<file path="config.mk">
export PLATFORM = sky130hd
export DESIGN_NAME = alu_share_arbiter
export DESIGN_NICKNAME = d
export VERILOG_FILES = /design/src/rtl/alu_share_arbiter.sv
export SDC_FILE = /design/constraint.sdc
export NUM_CORES = 1
export LEC_CHECK = 0
export ABC_CLOCK_PERIOD_IN_PS = 3000
export CAP_MARGIN = 15
export CORE_AREA = 2 2 129 131
export DETAILED_ROUTE_END_ITERATION = 10
export DIE_AREA = 0 0 131 133
export GPL_ROUTABILITY_DRIVEN = 1
export SYNTH_ARGS = -nofsm -noshare
export SYNTH_HDL_FRONTEND = slang
export SYNTH_SLANG_ARGS = --single-unit
</file>
<file path="constraint.sdc">
create_clock -name clk -period 3 [get_ports clk]
set_input_delay 0.75 -clock clk [delete_from_list [all_inputs] [get_ports clk]]
set_output_delay 0.75 -clock clk [all_outputs]
set_load 0.02 [all_outputs]
</file>
<file path="src/rtl/alu_share_arbiter.sv">
// alu_share_arbiter
//   Shares one external combinational ALU between two requesters. Each cycle
//   at most one request is granted (round-robin on ties). The granted request
//   drives the ALU ports, and the ALU outputs are captured into a one-entry
//   result register with a valid/ready handshake.
// Ports
//   clk, rst        : clock, synchronous active-high reset
//   flush           : drop the held result, no grant this cycle
//   reqN_*          : requester N operands/controls/tag, valid/ready handshake
//   alu_*  (out)    : drive to the external ALU, all zero while idle
//   alu_result/zero : sampled from the external ALU
//   res_*           : captured result, valid/ready handshake to consumer
module alu_share_arbiter #(
  parameter int TAG_W = 4
) (
  input  logic             clk,
  input  logic             rst,
  input  logic             flush,
  input  logic             req0_valid,
  output logic             req0_ready,
  input  logic [31:0]      req0_srca,
  input  logic [31:0]      req0_srcb,
  input  logic [3:0]       req0_aluctl,
  input  logic [1:0]       req0_brctl,
  input  logic [TAG_W-1:0] req0_tag,
  input  logic             req1_valid,
  output logic             req1_ready,
  input  logic [31:0]      req1_srca,
  input  logic [31:0]      req1_srcb,
  input  logic [3:0]       req1_aluctl,
  input  logic [1:0]       req1_brctl,
  input  logic [TAG_W-1:0] req1_tag,
  output logic [31:0]      alu_srca,
  output logic [31:0]      alu_srca_shift,
  output logic [31:0]      alu_srcb,
  output logic [3:0]       alu_ctl,
  output logic [1:0]       alu_brctl,
  input  logic [31:0]      alu_result,
  input  logic             alu_zero,
  output logic             res_valid,
  input  logic             res_ready,
  output logic [31:0]      res_data,
  output logic             res_zero,
  output logic             res_id,
  output logic [TAG_W-1:0] res_tag
);

  typedef struct packed {
    logic [31:0]      srca;
    logic [31:0]      srcb;
    logic [3:0]       aluctl;
    logic [1:0]       brctl;
    logic [TAG_W-1:0] tag;
  } req_t;

  req_t       w_req0, w_req1, w_sel;
  logic       w_slot_free;
  logic       w_gnt0, w_gnt1, w_gnt, w_gnt_id;

  logic             r_valid;
  logic [31:0]      r_data;
  logic             r_zero;
  logic             r_id;
  logic [TAG_W-1:0] r_tag;
  logic             r_last;

  assign w_req0 = '{srca: req0_srca, srcb: req0_srcb, aluctl: req0_aluctl,
                    brctl: req0_brctl, tag: req0_tag};
  assign w_req1 = '{srca: req1_srca, srcb: req1_srcb, aluctl: req1_aluctl,
                    brctl: req1_brctl, tag: req1_tag};

  // A held result that is being drained this cycle frees the slot, so a new
  // op can be accepted back-to-back.
  assign w_slot_free = !r_valid || res_ready;

  always_comb begin
    w_gnt0 = 1'b0;
    w_gnt1 = 1'b0;
    if (!rst && !flush && w_slot_free) begin
      if (req0_valid && req1_valid) begin
        // tie: favour whoever was not granted last
        w_gnt0 = r_last;
        w_gnt1 = !r_last;
      end else begin
        w_gnt0 = req0_valid;
        w_gnt1 = req1_valid;
      end
    end
  end

  assign w_gnt    = w_gnt0 || w_gnt1;
  assign w_gnt_id = w_gnt1;

  // Idle drives all zeros (ADD 0+0) to keep the ALU inputs quiet.
  always_comb begin
    w_sel = '0;
    if (w_gnt0)      w_sel = w_req0;
    else if (w_gnt1) w_sel = w_req1;
  end

  assign req0_ready     = w_gnt0;
  assign req1_ready     = w_gnt1;
  assign alu_srca       = w_sel.srca;
  assign alu_srca_shift = w_sel.srca;
  assign alu_srcb       = w_sel.srcb;
  assign alu_ctl        = w_sel.aluctl;
  assign alu_brctl      = w_sel.brctl;

  // Priority: rst > flush > accept > drain. Grant is already masked by rst
  // and flush, so accept never fires in those cycles.
  always_ff @(posedge clk) begin
    if (rst) begin
      r_valid <= 1'b0;
      r_data  <= '0;
      r_zero  <= 1'b0;
      r_id    <= 1'b0;
      r_tag   <= '0;
      r_last  <= 1'b1;
    end else if (flush) begin
      r_valid <= 1'b0;
    end else if (w_gnt) begin
      r_valid <= 1'b1;
      r_data  <= alu_result;
      r_zero  <= alu_zero;
      r_id    <= w_gnt_id;
      r_tag   <= w_sel.tag;
      r_last  <= w_gnt_id;
    end else if (r_valid && res_ready) begin
      r_valid <= 1'b0;
    end
  end

  assign res_valid = r_valid;
  assign res_data  = r_data;
  assign res_zero  = r_zero;
  assign res_id    = r_id;
  assign res_tag   = r_tag;

endmodule

</file>
### Word-level counts from Yosys, hierarchy flattened

Index checks and enable logic that the tools add are counted.

| storage, ports and cells | value |
|---|---|
| register bits | 40 |
| latch bits | 0 |
| bits in writable memories | 0 |
| memory bits (read-only) | 0 |
| output and inout port bits | 143 |
| logic and storage cells | 28 |
| memories | 0 |

| operators by class | value |
|---|---|
| add/subtract/negate cells | 0 |
| $mul | 0 |
| divide/modulo/power cells | 0 |
| magnitude comparators | 0 |
| equality and inequality tests | 0 |
| shifts and indexed selects | 0 |
| mux-type cells | 8 |
| bitwise operators | 1 |
| reductions and logical operators | 13 |

Operators by type and width:

| operator | number |
|---|---|
| 74-bit 2-to-1 mux | 2 |
| 1-bit 2-to-1 mux | 6 |
| 1-bit logical AND | 4 |
| 1-bit zero test | 4 |
| 1-bit logical OR | 2 |
| 2-bit AND reduction | 1 |
| 2-bit nonzero test | 1 |
| 2-bit OR reduction | 1 |
| 1-bit inverter | 1 |

### Longest topological paths before layout

Gate-level depths: netlist (run 1).

| logic depth | value |
|---|---|
| depth in word-level cells | 6 |
| gate-level depth with buffers | 6 |
| mapped depth without buffers | 4 |

### Worst setup path before layout (run 1)

No wires, ideal clock.

| path | value |
|---|---|
| path kind | input port to output port |
| start | in flush |
| end | out alu_srca[21] |
| data arrival time | 2.136 ns |
| required time | 2.250 ns |
| slack | 0.114 ns |
| stages | 5 |
| cell sequence | or2_1 > nor4b_2 > clkbuf_1 > a22o_1 > buf_4 |

RTL lines:

| element | RTL line | text |
|---|---|---|
| from (decl) | 18 | `input logic flush,` |
| to (decl) | 33 | `output logic [31:0] alu_srca,` |

### Final worst setup path (run 1)

| path | value |
|---|---|
| start | in flush |
| end | out alu_srcb[30] |

| on the way | value |
|---|---|
| cells in the longest elaborated chain, start to end | 6 |
| elaborated cells on any way between the ends | 7 |
| classes of those cells | mux (4); reduce/logical (3) |

Ends and longest elaborated chain:

| element | RTL line | text |
|---|---|---|
| 1-bit zero test * | 79 | `if (!rst && !flush && w_slot_free) begin` |
| 1-bit logical AND * (2 in series) | 79 |  |
| 1-bit 2-to-1 mux | 79 |  |
| 74-bit 2-to-1 mux | 98 | `else if (w_gnt1) w_sel = w_req1;` |
| 74-bit 2-to-1 mux * | 97 | `if (w_gnt0) w_sel = w_req0;` |
| to (decl) | 35 | `output logic [31:0] alu_srcb,` |

Mark *: on every way between the ends. The rest lies on a longest branch, timed or not.

==> key figures, run 1 <==
Run status
  – Outcome: finished clean

Worst setup path
  – Reg2Reg Setup Slack: 1.18 ns
  – Slowest CP cell: or2_4
  – CP peak stage delay: 0.28 ns
  – Setup CP Type: input pin to output pin
  – Crit Path Max Fanout: 6
  – CP most frequent cell: buf_4
  – CP endpoint kind: output pin
  – Startpoint Class: input pin
  – Req. time, crit path: 2.25 ns
  – Worst setup path end: alu_srcb[30]
  – FF-to-FF path depth: 6
  – Data arrival, critical path: 2.22 ns
  – Cell Chain, Critical Path: buf_6, or2_4, nor4b_4, buf_4, bufbuf_16, clkbuf_16, a22o_1, buf_4
  – FF-to-FF End: res_id$_SDFFE_PP0P_
  – Worst Setup SP: flush
  – R2r startpoint: res_valid$_SDFFE_PP0P_

Logic synthesis
  – Number of synthesized flops with an enable pin: 0
  – Cell Area, Synth: 0.00290 sq mm
  – Cells after synthesis: 365
  – Sequential element share of the synthesized area: 27.6%
  – Synth Flop Type: dfxtp_1
  – Synth cell types: 17
  – Synth area leaders: dfxtp_1, buf_4, a22o_1
  – Synth top cells by count: buf_4, a22o_1, nand2_1
  – Yosys top cell area share: 27.6%
  – #FFs+latches synth: 40
  – Count leader, synth: buf_4
  – Syn nets: 552
  – Synth warn: 0
  – Leading area contributor after synthesis: dfxtp_1
  – Mean Syn Cell Area: 7.94 sq um
  – Ys async rst share: 0%

CTS
  – Worst skew pair latency: 0.28 ns
  – CTS H-tree lvls: 2
  – Clk sinks: 40
  – CTS tree: yes
  – Reg clk slew, reported paths: 0.05 ns
  – Root Buffer: clkbuf_16
  – Total CTS buffers: 5
  – Hold Buf Count CTS: 0
  – CTS max path bufs: 2

GRT
  – Initial antenna violation count: 1
  – Gr usage total: 15.3%
  – Overflow after GRT: 0
  – First-pass GRT wire length: 20300 um
  – Vias in the first global route: 3508
  – Pin count of the biggest net entering global routing: 40

Pwr
  – Logic pwr share: 40.0%
  – Peak supply drop: 0.257 mV
  – Sw Pwr: 0.000504 W
  – Total leakage power: 2.48 nW
  – Reg power frac: 31.9%
  – Power Total: 0.00178 W
  – P_int: 0.00128 W
  – Clk pwr share: 28.0%
  – Pwr/cell area: 295 mW/mm^2
  – Switch share: 28.2%

Timing
  – Clk_skew: 0.00311 ns
  – Setup TNS: 0 ns
  – Fmax: 337 MHz
  – Endpoints failing setup: 0
  – Worst-margin pin slew: 0.576 ns
  – Min Tclk post-route: 2.97 ns
  – Final hold violation count: 0
  – Max Slew Vio Count: 0
  – Max-Slew Margin vs Limit: 61.6%
  – Final worst slack: 0.0295 ns
  – RSZ-0062 raised after global routing: yes
  – Tcrit/Tclk final: 99.0%

Detailed routing
  – WL/cell: 17.3 um
  – DRT antenna net count: 0
  – DR vias/cell: 4.15
  – DRT Pass-1 Iters: 4
  – WL final: 14300 um
  – First-iteration detailed-routing DRC count: 76
  – Vias: 3426
  – # DRC: 0

Floorplan
  – Die footprint: 0.0174 sq mm
  – DIE HEIGHT: 133 um
  – Die W: 131 um
  – Top-level port count: 330
  – Initial Util: 17.9%
  – Core Area: 0.0162 sq mm
  – Row count: 47

Layout
  – Proportion of layout cells with a drive suffix above 1: 26.2%
  – Final nets: 791
  – Layout area overhead: 109%
  – Fill cells: 1662
  – Non-Filler Instances: 825

Place
  – Cell Count Post-Placement: 807
  – Pre-CTS setup slack: -0.835 ns
  – I/O Buffers: 329
  – Dpl hpwl: 11100 um
  – Placer Congestion: 0.760

Min path
  – Hold Path Class: register to register
  – Worst hold path depth: 2
  – Hold path start: res_data[24]$_SDFFE_PP0P_

Run
  – Max_cap viols: 0
==> sequential cells by signal (all words and copies together) (netlist names) <==
register   count
res_valid      1
r_last         1
res_zero       1
res_tag        4
res_data      32
res_id         1
==> logic make-up (layout without fill, tap and decap cells) <==
group,after synthesis,after routing,synth area share (%)
AO/OA/AOI/OAI,110,110,29.5
other,0,1,0
flip-flops,40,40,27.6
AND/OR/NAND/NOR,84,84,11.8
buffers and inverters,131,370,31.0
==> worst max-delay path: cells and delay by family <==
kind	cells	cell delay, ns
compound gates	1	0.14
buf+inv	5	0.83
simple gates	2	0.49
==> worst min-delay path by stage <==
| stage | end |
|---|---|
| after floorplan | r_last$_SDFFE_PP1P_ |
| after global placement | res_data[1]$_SDFFE_PP0P_ |
| after detailed placement | res_data[7]$_SDFFE_PP0P_ |
| after CTS | res_data[28]$_SDFFE_PP0P_ |
| after global routing | res_data[4]$_SDFFE_PP0P_ |
| final | res_data[24]$_SDFFE_PP0P_ |
==> placed cells by master (no fill, tap or decap), drive strengths merged, types with 2 or more instances in the layout <==
master / n
a21oi: 34
clkdlybuf4s50: 220
dfxtp: 40
buf: 113
clkdlybuf4s15: 22
nor3: 5
bufbuf: 2
clkbuf: 10
a221oi: 4
nor2: 8
nand2: 66
nor2b: 2
a22o: 70
==> final cells by class <==
| cell class | instances | area [sq um] | share of cell area (%) |
|---|---|---|---|
| Sequential cell | 40 | 801 | 13.2 |
| Inverter | 1 | 3.75 | 0.0621 |
| Tap cell | 220 | 275 | 4.55 |
| Timing Repair Buffer | 362 | 3560 | 58.9 |
| Clock buffer | 6 | 129 | 2.13 |
| Multi-Input combinational cell | 194 | 1270 | 21.0 |
| Clock inverter | 1 | 5.00 | 0.0827 |
| Antenna cell | 1 | 2.50 | 0.0414 |
==> repair_timing <==
action,4_1_cts,5_1_grt
resized for setup,418,73
setup buffers,5,0
cloned,5,1
pin swaps,5,4
setup endpoints to repair,104,95
==> through the flow <==
step / hold slack, ns / utilization (%) / instance area (sq um)
floorplan: 0.518 / - / 2900
global placement: 0.443 / 35.8 / 5790
detailed placement: 0.449 / 35.8 / 5790
CTS: 0.456 / 36.4 / 5880
global route: 0.467 / 37.4 / 6050
finish: 0.453 / 37.4 / 6050
==> power by group through the flow <==
stage               Sequential (W)  Combinational [W]  Clock, W
floorplan                 0.000607           0.000290         0
detailed placement        0.000580           0.000702         0
finish                    0.000569           0.000714  0.000500
global route              0.000572           0.000757  0.000545
global placement          0.000579           0.000696         0
CTS                       0.000569           0.000694  0.000523
==> routing by layer <==
layer	part of all wire (%)	GRT usage (%)	vias to the layer above
li1	-	-	1649
met1	39	17.6	1589
met2	52	27.7	173
met3	7.8	3.48	15
met4	1.7	4.26	0
met5	0	0	-
Note: power is estimated with default switching activity, not from simulation.
==> run 2, diff against run 1 <==
--- a/config.mk
+++ b/config.mk
@@ -11,6 +11,7 @@
 export DETAILED_ROUTE_END_ITERATION = 10
 export DIE_AREA = 0 0 131 133
 export GPL_ROUTABILITY_DRIVEN = 1
+export GPL_TIMING_DRIVEN = 0
 export SYNTH_ARGS = -nofsm -noshare
 export SYNTH_HDL_FRONTEND = slang
 export SYNTH_SLANG_ARGS = --single-unit
==> run 2 against run 1 <==
Compared with the run above: routed wire length increased by 11%; clock skew shrank 0.00060 ns; the run now ends with setup timing left; clock power is 10% higher; critical path type unchanged; highest routed layer unchanged.
==> key figures, run 2 (same netlist as run 1, synthesis figures left out) <==
Run status
  – Outcome: finished, violations left
  – Failing checks: setup timing

Detailed routing
  – First-iteration detailed-routing DRC count: 90 (+18%)
  – # DRC: 0 (unchanged)
  – WL final: 15800 um (+11%)
  – DR vias/cell: 4.09 (-1.5%)
  – DRT Pass-1 Iters: 4 (unchanged)
  – Vias: 3830 (+12%)
  – DRT antenna net count: 0 (unchanged)
  – WL/cell: 16.9 um (-2.2%)

Floorplan
  – Die footprint: 0.0174 sq mm (unchanged)
  – Row count: 47 (unchanged)
  – Top-level port count: 330 (unchanged)
  – Initial Util: 17.9% (unchanged)
  – Core Area: 0.0162 sq mm (unchanged)
  – DIE HEIGHT: 133 um (unchanged)
  – Die W: 131 um (unchanged)

CTS
  – CTS tree: yes
  – Total CTS buffers: 5 (unchanged)
  – Reg clk slew, reported paths: 0.05 ns (about the same)
  – Clk sinks: 40 (unchanged)
  – CTS H-tree lvls: 2 (unchanged)
  – CTS max path bufs: 2 (unchanged)
  – Worst skew pair latency: 0.28 ns (about the same)
  – Root Buffer: clkbuf_16

GRT
  – Pin count of the biggest net entering global routing: 12 (-70%)
  – Overflow after GRT: 0 (unchanged)
  – Vias in the first global route: 3689 (+5.2%)
  – Initial antenna violation count: 1 (unchanged)
  – First-pass GRT wire length: 21200 um (+4.4%)
  – Gr usage total: 16.0% (+0.76 points)

Pwr
  – Logic pwr share: 43.0% (+3.0 points)
  – Reg power frac: 29.0% (-2.9 points)
  – Total leakage power: 3.15 nW (+27%)
  – Peak supply drop: 0.350 mV (+36%)
  – Pwr/cell area: 274 mW/mm^2 (-6.9%)
  – Sw Pwr: 0.000537 W (+6.6%)
  – Clk pwr share: 28.1% (about the same)
  – Switch share: 27.3% (-0.93 points)
  – Power Total: 0.00196 W (+10%)
  – P_int: 0.00143 W (+12%)

Layout
  – Layout area overhead: 147%
  – Commonest non-fill, non-tap cell in the layout: clkdlybuf4s50_1
  – Final nets: 902 (+14%)
  – Max FFs per register: 32 (unchanged)
  – Area of the multi-input gates: 0.00126 sq mm (-1.1%)
  – Most frequent cells in the layout: clkdlybuf4s50_1, buf_4, buf_6, a22o_1, nand2_1
  – Fill cells: 1616 (-2.8%)
  – Proportion of layout cells with a drive suffix above 1: 36.4% (+10 points)
  – Register area: 801 sq um (unchanged)

Timing
  – Max Slew Vio Count: 0 (unchanged)
  – RSZ-0062 raised after global routing: yes
  – Endpoints failing setup: 2 (+2)
  – Final worst slack: -0.0133 ns (-0.0428 ns)
  – Final hold violation count: 0 (unchanged)
  – Max-Slew Margin vs Limit: 66.6% (+5.0 points)
  – Tcrit/Tclk final: 100% (+1.4 points)
  – Clk_skew: 0.00252 ns (-0.000598 ns)
  – Worst-margin pin slew: 0.502 ns (-0.0744 ns)
  – Fmax: 332 MHz (-1.4%)
  – Min Tclk post-route: 3.01 ns (+0.0428 ns)

Worst setup path
  – Critical Path Stages: 9 (+1)
  – Data arrival, critical path: 2.26 ns (+0.04 ns)
  – Cell Chain, Critical Path: buf_6, or2_4, nor4b_4, buf_6, buf_12, clkbuf_16, a22o_1, buf_4, buf_6
  – Worst setup path end: alu_srca[20]
  – Delay-heaviest family, CP: buffers and inverters
  – CP peak stage delay: 0.27 ns (about the same)
  – R2r startpoint: res_valid$_SDFFE_PP0P_
  – Startpoint Class: input pin
  – FF-to-FF path depth: 7 (+1)
  – Slowest CP cell: or2_4
  – Setup CP Type: input pin to output pin
  – Req. time, crit path: 2.25 ns (about the same)
  – Worst Path Buf+Inv: 6 (+1)
  – Crit Path Max Fanout: 7 (+1)
  – CP endpoint kind: output pin
  – CP most frequent cell: buf_6
  – Reg2Reg Setup Slack: 1.24 ns (+0.06 ns)
  – Worst Setup SP: flush
  – FF-to-FF End: res_id$_SDFFE_PP0P_

Place
  – Pre-CTS setup slack: -1.30 ns (-0.465 ns)
  – Placer Congestion: 0.831 (+9.4%)
  – Dpl hpwl: 12400 um (+11%)
  – I/O Buffers: 329 (unchanged)

Run
  – Max_cap viols: 0 (unchanged)

Min path
  – Hold Path Class: register to register
run 2: cell types whose count changed in the layout (fill, tap and decap cells not counted), sizes merged:
| cell | delta |
|---|---|
| buf | +118 |
| bufbuf | -2 |
| clkbuf | +16 |
| clkdlybuf4s15 | -21 |
| clkinv | -1 |
| dlygate4sd2 | +1 |
run 2: what timing repair did:
item                                    4_1_cts  5_1_grt
setup buffers                                10        4
cloned                                        5        8
pin swaps                                    14       34
hold buffers                                  0        0
gates resized for setup                     570      109
endpoints found under the hold margin         0        0
endpoints found under the setup margin      104      103
run 2: worst min-delay path: stages (launching register included):
cell and delay (ns):
dfxtp_1 0.31, nand2_1 0.05, a21oi_1 0.05
run 2: final cells by class:
| cell class | instances | area share, % |
|---|---|---|
| plain buffers | 118 | 14.0 |
| repair buffers | 355 | 51.2 |
| multi-input cells | 194 | 17.6 |
| inverters | 1 | 0.0524 |
| flip-flops and latches | 40 | 11.2 |
| diodes | 1 | 0.0350 |
| clock buffers | 7 | 2.13 |
| well taps | 220 | 3.84 |
run 2: per-stage QoR:
step | hold WS (ns) | cell area, sq um | utilization, % | TNS (ns) | cells
after floorplan | 0.518 | 2900 | - | 0 | 365
after CTS | 0.456 | 6670 | 41.2 | -0.176 | 934
after global placement | 0.443 | 6470 | 40.0 | -119.83 | 914
after detailed placement | 0.448 | 6470 | 40.0 | -123.10 | 914
final | 0.453 | 7160 | 44.3 | -0.0184 | 936
after global routing | 0.477 | 7160 | 44.3 | -2.14 | 936
run 2: routing by layer:
metal,GRT usage [%],routed length [um]
met5,0,0
met4,4.08,261
met3,3.96,1180
met2,28.5,8130
met1,19.0,6240
run 2: power groups by stage:
stage	clock network (W)	logic (W)	registers (W)
2_1_floorplan	0	0.000290	0.000607
3_3_place_gp	0	0.000767	0.000579
3_5_place_dp	0	0.000775	0.000580
4_1_cts	0.000567	0.000783	0.000569
5_1_grt	0.000592	0.000891	0.000572
6_report	0.000551	0.000844	0.000569
run 2: how the worst min path moves through the flow:
stage	endpoint	depth (start not counted)	slack (ns)	startpoint
detailed placement	res_data[29]$_SDFFE_PP0P_	2	0.45	res_data[29]$_SDFFE_PP0P_
global placement	res_data[13]$_SDFFE_PP0P_	2	0.44	res_data[13]$_SDFFE_PP0P_
finish	res_data[29]$_SDFFE_PP0P_	2	0.45	res_data[29]$_SDFFE_PP0P_
CTS	res_data[29]$_SDFFE_PP0P_	2	0.46	res_data[29]$_SDFFE_PP0P_
global route	res_data[7]$_SDFFE_PP0P_	2	0.48	res_data[7]$_SDFFE_PP0P_
floorplan	r_last$_SDFFE_PP1P_	1	0.52	r_last$_SDFFE_PP1P_
